## src/rtl/seq_mult_pkg.sv

```systemverilog
// Shared types and defaults for the sequential shift-add multiplier.
package seq_mult_pkg;

  localparam int DEFAULT_WIDTH = 12;

  typedef enum logic [1:0] {
    IDLE = 2'd0,
    RUN  = 2'd1,
    DONE = 2'd2,
    HOLD = 2'd3
  } state_e;

endpackage

```

## src/rtl/seq_mult_if.sv

```systemverilog
// Request/result bundle for seq_multiply; is_signed exists only when SEQ_MULT_SIGNED_EN is defined.
// start is a level request sampled only while the FSM is idle; finished is a one-cycle result-valid pulse.
interface seq_mult_if #(
  parameter int WIDTH = 12
);
  logic                 start;
  logic [WIDTH-1:0]     multiplier;
  logic [WIDTH-1:0]     multiplicand;
`ifdef SEQ_MULT_SIGNED_EN
  logic                 is_signed;
`endif
  logic [2*WIDTH-1:0]   product;
  logic                 busy;
  logic                 finished;

  modport master (
`ifdef SEQ_MULT_SIGNED_EN
    output is_signed,
`endif
    output start, multiplier, multiplicand,
    input  product, busy, finished
  );

  modport slave (
`ifdef SEQ_MULT_SIGNED_EN
    input  is_signed,
`endif
    input  start, multiplier, multiplicand,
    output product, busy, finished
  );
endinterface

```

## src/rtl/seq_mult_dp.sv

```systemverilog
// Multiplier datapath: product register, (W+1)-bit adder/subtractor and right-shift logic,
// driven by load/step/last strobes from the controlling FSM.
module seq_mult_dp #(
  parameter int WIDTH = 12
) (
  input  logic               clock,
  input  logic               reset,
  input  logic               load_i,
  input  logic               step_i,
  input  logic               last_i,
  input  logic [WIDTH-1:0]   multiplier_i,
  input  logic [WIDTH-1:0]   multiplicand_i,
  input  logic               signed_i,
  output logic [2*WIDTH-1:0] product_o
);

  logic [2*WIDTH-1:0] prod_q, prod_d;
  logic [WIDTH-1:0]   mplr_q, mplr_d;
  logic               sgn_q, sgn_d;
  logic [WIDTH:0]     hi_ext;
  logic [WIDTH:0]     a_ext;
  logic [WIDTH:0]     sum;

  // In signed mode the top bit of both adder operands is the sign; otherwise zero.
  // The multiplicand MSB carries negative weight, so the final step subtracts.
  always_comb begin
    hi_ext = {sgn_q & prod_q[2*WIDTH-1], prod_q[2*WIDTH-1:WIDTH]};
    a_ext  = {sgn_q & mplr_q[WIDTH-1], mplr_q};
    sum    = (last_i && sgn_q) ? (hi_ext - a_ext) : (hi_ext + a_ext);

    prod_d = prod_q;
    mplr_d = mplr_q;
    sgn_d  = sgn_q;
    if (load_i) begin
      prod_d = {{WIDTH{1'b0}}, multiplicand_i};
      mplr_d = multiplier_i;
      sgn_d  = signed_i;
    end else if (step_i) begin
      if (prod_q[0]) prod_d = {sum, prod_q[WIDTH-1:1]};
      else           prod_d = {hi_ext, prod_q[WIDTH-1:1]};
    end
  end

  always_ff @(posedge clock) begin
    if (reset) begin
      prod_q <= '0;
      mplr_q <= '0;
      sgn_q  <= 1'b0;
    end else begin
      prod_q <= prod_d;
      mplr_q <= mplr_d;
      sgn_q  <= sgn_d;
    end
  end

  assign product_o = prod_q;

endmodule

```

## src/rtl/seq_multiply.sv

```systemverilog
// Sequential multiplier top: IDLE/RUN/DONE/HOLD controller around seq_mult_dp.
// Define SEQ_MULT_SIGNED_EN to add the is_signed two's-complement mode.
module seq_multiply
  import seq_mult_pkg::*;
#(
  parameter int WIDTH = DEFAULT_WIDTH,
  parameter int CNT_W = $clog2(WIDTH) + 1
) (
  input  logic   clock,
  input  logic   reset,
  seq_mult_if.slave bus,
  output state_e state_o
);

  state_e           state_q, state_d;
  logic [CNT_W-1:0] cnt_q, cnt_d;
  logic             load, step, last;
  logic             signed_in;
  logic             cnt_end;

`ifdef SEQ_MULT_SIGNED_EN
  assign signed_in = bus.is_signed;
`else
  assign signed_in = 1'b0;
`endif

  assign cnt_end = (cnt_q == CNT_W'(WIDTH - 1));

  always_comb begin
    state_d = state_q;
    cnt_d   = cnt_q;
    load    = 1'b0;
    step    = 1'b0;
    last    = 1'b0;
    case (state_q)
      IDLE: begin
        if (bus.start) begin
          load    = 1'b1;
          cnt_d   = '0;
          state_d = RUN;
        end
      end
      RUN: begin
        step  = 1'b1;
        cnt_d = cnt_q + 1'b1;
        if (cnt_end) begin
          last    = 1'b1;
          state_d = DONE;
        end
      end
      DONE: state_d = bus.start ? HOLD : IDLE;
      // A start still held after completion must drop before another request is seen.
      HOLD: if (!bus.start) state_d = IDLE;
      default: state_d = IDLE;
    endcase
  end

  always_ff @(posedge clock) begin
    if (reset) begin
      state_q <= IDLE;
      cnt_q   <= '0;
    end else begin
      state_q <= state_d;
      cnt_q   <= cnt_d;
    end
  end

  seq_mult_dp #(.WIDTH(WIDTH)) u_dp (
    .clock          (clock),
    .reset          (reset),
    .load_i         (load),
    .step_i         (step),
    .last_i         (last),
    .multiplier_i   (bus.multiplier),
    .multiplicand_i (bus.multiplicand),
    .signed_i       (signed_in),
    .product_o      (bus.product)
  );

  assign bus.busy     = (state_q == RUN);
  assign bus.finished = (state_q == DONE);
  assign state_o      = state_q;

endmodule

```

## src/flat_wrapper.sv

```systemverilog
// flat-port wrapper written by rule: the top's interface ports become plain ports
module seq_multiply_flat import seq_mult_pkg::*;
#(
  parameter int WIDTH = DEFAULT_WIDTH,
  parameter int CNT_W = $clog2(WIDTH) + 1
)
  (clock, reset, state_o, bus_start, bus_multiplier, bus_multiplicand, bus_product, bus_busy, bus_finished);
  seq_mult_if #(.WIDTH(WIDTH)) bus_i ();
  input  logic clock;
  input  logic reset;
  output state_e state_o;
  input wire logic [$bits(bus_i.start)-1:0] bus_start;
  input wire logic [$bits(bus_i.multiplier)-1:0] bus_multiplier;
  input wire logic [$bits(bus_i.multiplicand)-1:0] bus_multiplicand;
  output wire logic [$bits(bus_i.product)-1:0] bus_product;
  output wire logic [$bits(bus_i.busy)-1:0] bus_busy;
  output wire logic [$bits(bus_i.finished)-1:0] bus_finished;
  assign bus_i.start = bus_start;
  assign bus_i.multiplier = bus_multiplier;
  assign bus_i.multiplicand = bus_multiplicand;
  assign bus_product = bus_i.product;
  assign bus_busy = bus_i.busy;
  assign bus_finished = bus_i.finished;
  seq_multiply #(.WIDTH(WIDTH), .CNT_W(CNT_W)) u_core (.clock(clock), .reset(reset), .bus(bus_i), .state_o(state_o));
endmodule
```

## config.mk

```make
export PLATFORM = sky130hd
export DESIGN_NAME = seq_multiply_flat
export DESIGN_NICKNAME = d
export VERILOG_FILES = /design/src/rtl/seq_mult_pkg.sv /design/src/rtl/seq_mult_if.sv /design/src/rtl/seq_mult_dp.sv /design/src/rtl/seq_multiply.sv /design/src/flat_wrapper.sv
export SDC_FILE = /design/constraint.sdc
export NUM_CORES = 1
export LEC_CHECK = 0
export ABC_CLOCK_PERIOD_IN_PS = 4000
export BUFFER_PORTS_ARGS = -buffer_cell sky130_fd_sc_hd__buf_2
export CORE_UTILIZATION = 40
export DETAILED_ROUTE_END_ITERATION = 8
export PLACE_DENSITY_LB_ADDON = 0.08
export RECOVER_POWER = 25
export SLEW_MARGIN = 20
export SYNTH_ARGS = -nofsm -noshare
export SYNTH_HDL_FRONTEND = slang
export SYNTH_HIERARCHICAL = 1
export SYNTH_SLANG_ARGS = --single-unit
```

## constraint.sdc

```tcl
create_clock -name clock -period 4 [get_ports clock]
set_clock_uncertainty 0.1 [all_clocks]
set_input_delay 0.8 -clock clock [delete_from_list [all_inputs] [get_ports clock]]
set_output_delay 0.8 -clock clock [all_outputs]
set_load 0.01 [all_outputs]
```

# Yosys cells after proc, flatten, opt, wreduce, memory -nomap -nowiden
# Index checks and enable logic that the tools add are counted.
dict set report op_classes {
  n_mux 13
  n_reduce_logical 6
  addsub 2
  n_shift 0
  n_div 0
  bitwise_logic 0
  eq_ne 7
  n_mul 0
  n_lt_le_gt_ge 0
}
# operator n
set op_table {}
lappend op_table {{$mux W12} 2}
lappend op_table {{$mux W24} 1}
lappend op_table {{$add A12 B12 Y13} 1}
lappend op_table {{$pmux W5 S2} 1}
lappend op_table {{$mux W2} 4}
lappend op_table {{$pmux W2 S4} 1}
lappend op_table {{$add A5 B1 Y5 const B} 1}
lappend op_table {{$eq A5 B4 Y1 const B} 1}
lappend op_table {{$mux W5} 1}
lappend op_table {{$eq A2 B2 Y1 const B} 2}
lappend op_table {{$ne A2 B2 Y1 const B} 2}
lappend op_table {{$reduce_bool A2 Y1} 2}
lappend op_table {{$mux W1} 3}
lappend op_table {{$reduce_and A3 Y1} 1}
lappend op_table {{$eq A2 B1 Y1 const B} 1}
lappend op_table {{$logic_not A2 Y1} 1}
lappend op_table {{$ne A2 B1 Y1 const B} 1}
lappend op_table {{$reduce_and A2 Y1} 1}
lappend op_table {{$reduce_or A2 Y1} 1}
dict set report word_totals {
  romBits 0
  input_bits 27
  wordCells 33
  ff_bits 43
  latchBits 0
  ramBits 0
  out_inout_bits 28
  memories 0
}

# Logic depth before layout (Yosys ltp)
dict set report logic_depth {
  ltp_word 4
  depth_mapped 15
}

# Modules after synthesis
# The synthesis kept the hierarchy.
# module instances area_each_um2 cells_each seq_area_each_um2
set by_module_without_submodules {}
lappend by_module_without_submodules {seq_mult_dp 1 2376.0 287 740.7}
lappend by_module_without_submodules {seq_multiply 1 361.6 38 140.1}

# Worst setup path before layout
# OpenSTA, ideal clock, no wires.
dict set report synth_timing {
  path_kind {flip-flop to flip-flop}
  from {register u_core.state_q[0], in the netlist u_core/state_o[0]}
  to {register u_core.u_dp.prod_q[23], in the netlist u_core/u_dp/product_o[23]}
  path_buffers 2
  path_stages_with_launch 15
  setup_slack_ns 0.918
  required_ns 3.828
  period_less_slack_ns 3.082
  arrival_ns 2.910
  path_cell_list {dfxtp_1 nor2b_1 buf_4 nor4b_4 nand2_1 o31ai_2 nand2_1 xnor2_1 ha_1 clkbuf_1 a211o_1 o2111ai_4 nand3_2 a21oi_2 mux2i_1}
}
# item line
set synth_lines {}
lappend synth_lines {{start, declared} seq_multiply.sv:15} ;# state_e state_q, state_d;
lappend synth_lines {{start signal, assigned} seq_multiply.sv:63} ;# state_q <= state_d;
lappend synth_lines {{$eq A2 B1 Y1} --}
lappend synth_lines {{named net bus_busy} flat_wrapper.sv:16} ;# output wire logic [$bits(bus_i.busy)-1:0] bus_busy;
lappend synth_lines {{$mux W1} seq_multiply.sv:35} ;# case (state_q)
lappend synth_lines {{end signal, assigned} seq_mult_dp.sv:50} ;# prod_q <= prod_d;
lappend synth_lines {{end, declared} seq_mult_dp.sv:17} ;# logic [2*WIDTH-1:0] prod_q, prod_d;
# The timed path passes the listed nets, and every way through them passes these cells.
# A chain may end at the register's enable or synchronous reset.

==> flow_summary.yaml <==
placement:
  routabilityCongestion: 0.8373
  hpwl_um: 4596
  port_buffers: 54
grt:
  grt_pass1_vias: 2174
  gr-total-overflow: 0
  grt_max_degree: 41
  antenna_found_initial: 0
  grt_pass1_wl_um: 10640
  track_usage_pct: 18.38
sta:
  tns_ns: 0
  finalCritPeriodShare_pct: 86.48
  fin_hold_ws_ns: 0.4227
  maxSlewViolCount: 37
  slew-limit-headroom_pct: -2.796
  tightest_slew_ns: 1.542
  finalSetupViolations: 0
  period_needed_ns: 3.459
  fmax_ghz: 0.2891
  rsz0062_at_grt: "false"
  finalHoldViolations: 0
clock_network:
  ctsHoldBuffers: 0
  clk_latency_ns: 0.29
  root_buffer: "clkbuf_8"
  cts_setup_buffers: 0
  cts_tree: "built"
  clock_path_buffers: 2
  htreeDepth: 2
  cts_sinks: 44
  clkTransAtPathRegs_ns: 0.08
  cts_buffers: 5
  cts_resized: 0
power:
  p_per_area_nw_per_um2: 349.6
  internal_power_w: 0.0007358
  clock_power_share_pct: 26.7
  switching_power_w: 0.0003599
  switching_share_pct: 32.85
  power_frac_seq_pct: 44.1
  power_frac_comb_pct: 29.2
  power.leakage_nw: 1.340
  ir_drop_uv: 186.0
min_path:
  hp-class: "flip-flop to flip-flop"
floorplan:
  die_h_um: 84.73
  floorplan.die_area_um2: 7179
  ioPinCount: 55
  rows: 29
  initial_core_util_pct: 42.15
  die_w_um: 84.73
  core_area_um2: 6495
synthesis:
  synthArstFlopShare_pct: 0
  synth_top_cell_by_area: "dfxtp_1"
  yosysWarnings: 6
  yosys_register_bits: 44
  syn_area_um2: 2738
  synth_nets: 367
  ys_types: 56
  ys_top_cells_by_area: "dfxtp_1 (32%), mux2i_1 (11%), nor2_1 (8.6%)"
  syn_avg_cell_area_um2: 8.423
  synthFlopType: "dfxtp_1"
  syn_inst: 325
  synth_edf_count: 0
  synth_top_cell_area_share_pct: 32.18
  synth-seq-area-share_pct: 32.18
worst_setup_path:
  crit_type: "flip-flop to flip-flop"
  endpoint_kind: "flip-flop"
  crit_required_ns: 4.13
  startpoint_type: "flip-flop"
  cp_max_fo: 6
  arrival_ns: 3.59
layout:
  fin_nets: 415
  diodes: 0
  syn2layout_area_growth_pct: 14.49
  layout-drive-gt1-share_pct: 17.38
route:
  drt-pass1-iter-count: 6
  via_per_inst: 5.333
  routedWlPerCell_um: 13.93
  postRouteAntennaNets: 0
  drc: 0
  vias: 2405
  routed_wirelength_um: 6281
  drt_iter0_markers: 136
run:
  maxCapViolations: 1
outcome:
  status: "finished, violations left"
  violations: "max-capacitance violations, max-slew violations"
[per-layer routing]
metal	routed length, um	GRT usage, %
met4	63	4.622
met1	3015	24.91
met3	295	3.441
met5	0	0
met2	2907	30.16
[cell usage in the layout (no fill, tap or decap), drive strengths merged, types with 5 or more instances in the layout]
cell | Yosys | layout
mux2i | 31 | 31
a21o | 6 | 6
clkbuf | 9 | 21
xnor2 | 11 | 11
xor2 | 7 | 7
nor2 | 63 | 63
a21oi | 33 | 33
nand2 | 14 | 14
dfxtp | 44 | 44
o21ai | 16 | 16
buf | 7 | 43
a211oi | 7 | 7
ha | 14 | 14
nor3 | 5 | 5
inv | 6 | 6
[registers in the layout, summed over array words and instances (netlist names)]
| register | cells |
|---|---|
| u_core/u_dp/mplr_q | 12 |
| u_core/u_dp/product_o | 24 |
| u_core/cnt_q | 5 |
| u_core/u_dp/sgn_q | 1 |
| u_core/state_o | 2 |
[stage by stage]
step | instances | total power [W] | instance area, um2 | worst slack (ns) | utilization (%)
finish | 451 | 0.001096 | 3134 | 0.5409 | 48.26
global route | 451 | 0.001173 | 3134 | 0.2689 | 48.26
CTS | 451 | 0.001113 | 3152 | 0.5335 | 48.53
detailed placement | 443 | 0.0008146 | 3058 | 0.5724 | 47.08
global placement | 443 | 0.0008172 | 3058 | 0.5849 | 47.08
floorplan | 325 | 0.0007380 | 2738 | 0.9182 | -
[power groups by stage]
stage	logic, W	clock network [W]	registers (W)
after detailed placement	0.000321	0	0.000494
after global placement	0.000323	0	0.000494
after CTS	0.000323	0.000307	0.000483
after global routing	0.000357	0.000329	0.000487
final	0.000320	0.000293	0.000483
after floorplan	0.000245	0	0.000493
[synthesized netlist by cell type, types with 3 or more instances]
cell type,instances
clkbuf_1,8
a31oi_1,3
and3_1,3
xnor2_1,11
nor3_1,4
nor2b_1,4
dfxtp_1,44
o21ai_0,14
buf_4,3
ha_1,14
a211oi_1,7
buf_2,3
mux2i_1,31
inv_1,6
a21o_1,5
xor2_1,7
a21oi_1,32
nand2_1,14
nand4_1,4
nor2_1,63
nor3b_1,4
[path summary, 6_finish.rpt]
check	startpoint	end	slack [ns]	depth (start not counted)
min	u_core/u_dp/product_o[19]	u_core/u_dp/product_o[19]	0.42	2
max reg2reg	u_core/cnt_q[0]	u_core/u_dp/product_o[23]	0.54	14
max	u_core/cnt_q[0]	u_core/u_dp/product_o[23]	0.54	14
min reg2reg	u_core/u_dp/product_o[19]	u_core/u_dp/product_o[19]	0.42	2
[kinds of logic (layout without fill, tap and decap cells)]
logic type	count (synthesis)	count (layout)	share of synthesized area [%]
compound gates	83	83	20.06
xor+xnor	18	18	5.759
fa+ha+maj	15	15	7.130
buf+inv	23	72	3.747
flops	44	44	32.18
mux	33	33	12.16
other cells	1	1	0.1370
simple gates	108	108	18.83
[area by class of cell]
class                   count  area, um2
fillers                   645       3361
multi-input cells         258       1762
flip-flops and latches     44      880.8
repair buffers             57      275.3
well taps                  77      96.34
clock buffers               7      86.33
inverters                   7      26.28
clock inverters             1      7.507
[worst max-delay path, stage by stage, from the launching register on]
cell and delay [ns]:
dfxtp_1 0.37, ha_1 0.22, nand2_1 0.10, nor4b_4 0.40, nand2_1 0.24, o31ai_2 0.17
o21ai_0 0.19, xnor2_1 0.23, ha_1 0.34, a21oi_1 0.25, o21bai_1 0.10, a21oi_1 0.22
nand3_2 0.11, a21oi_2 0.17, mux2i_1 0.19
No activity file was read; power rests on OpenSTA's default activity.
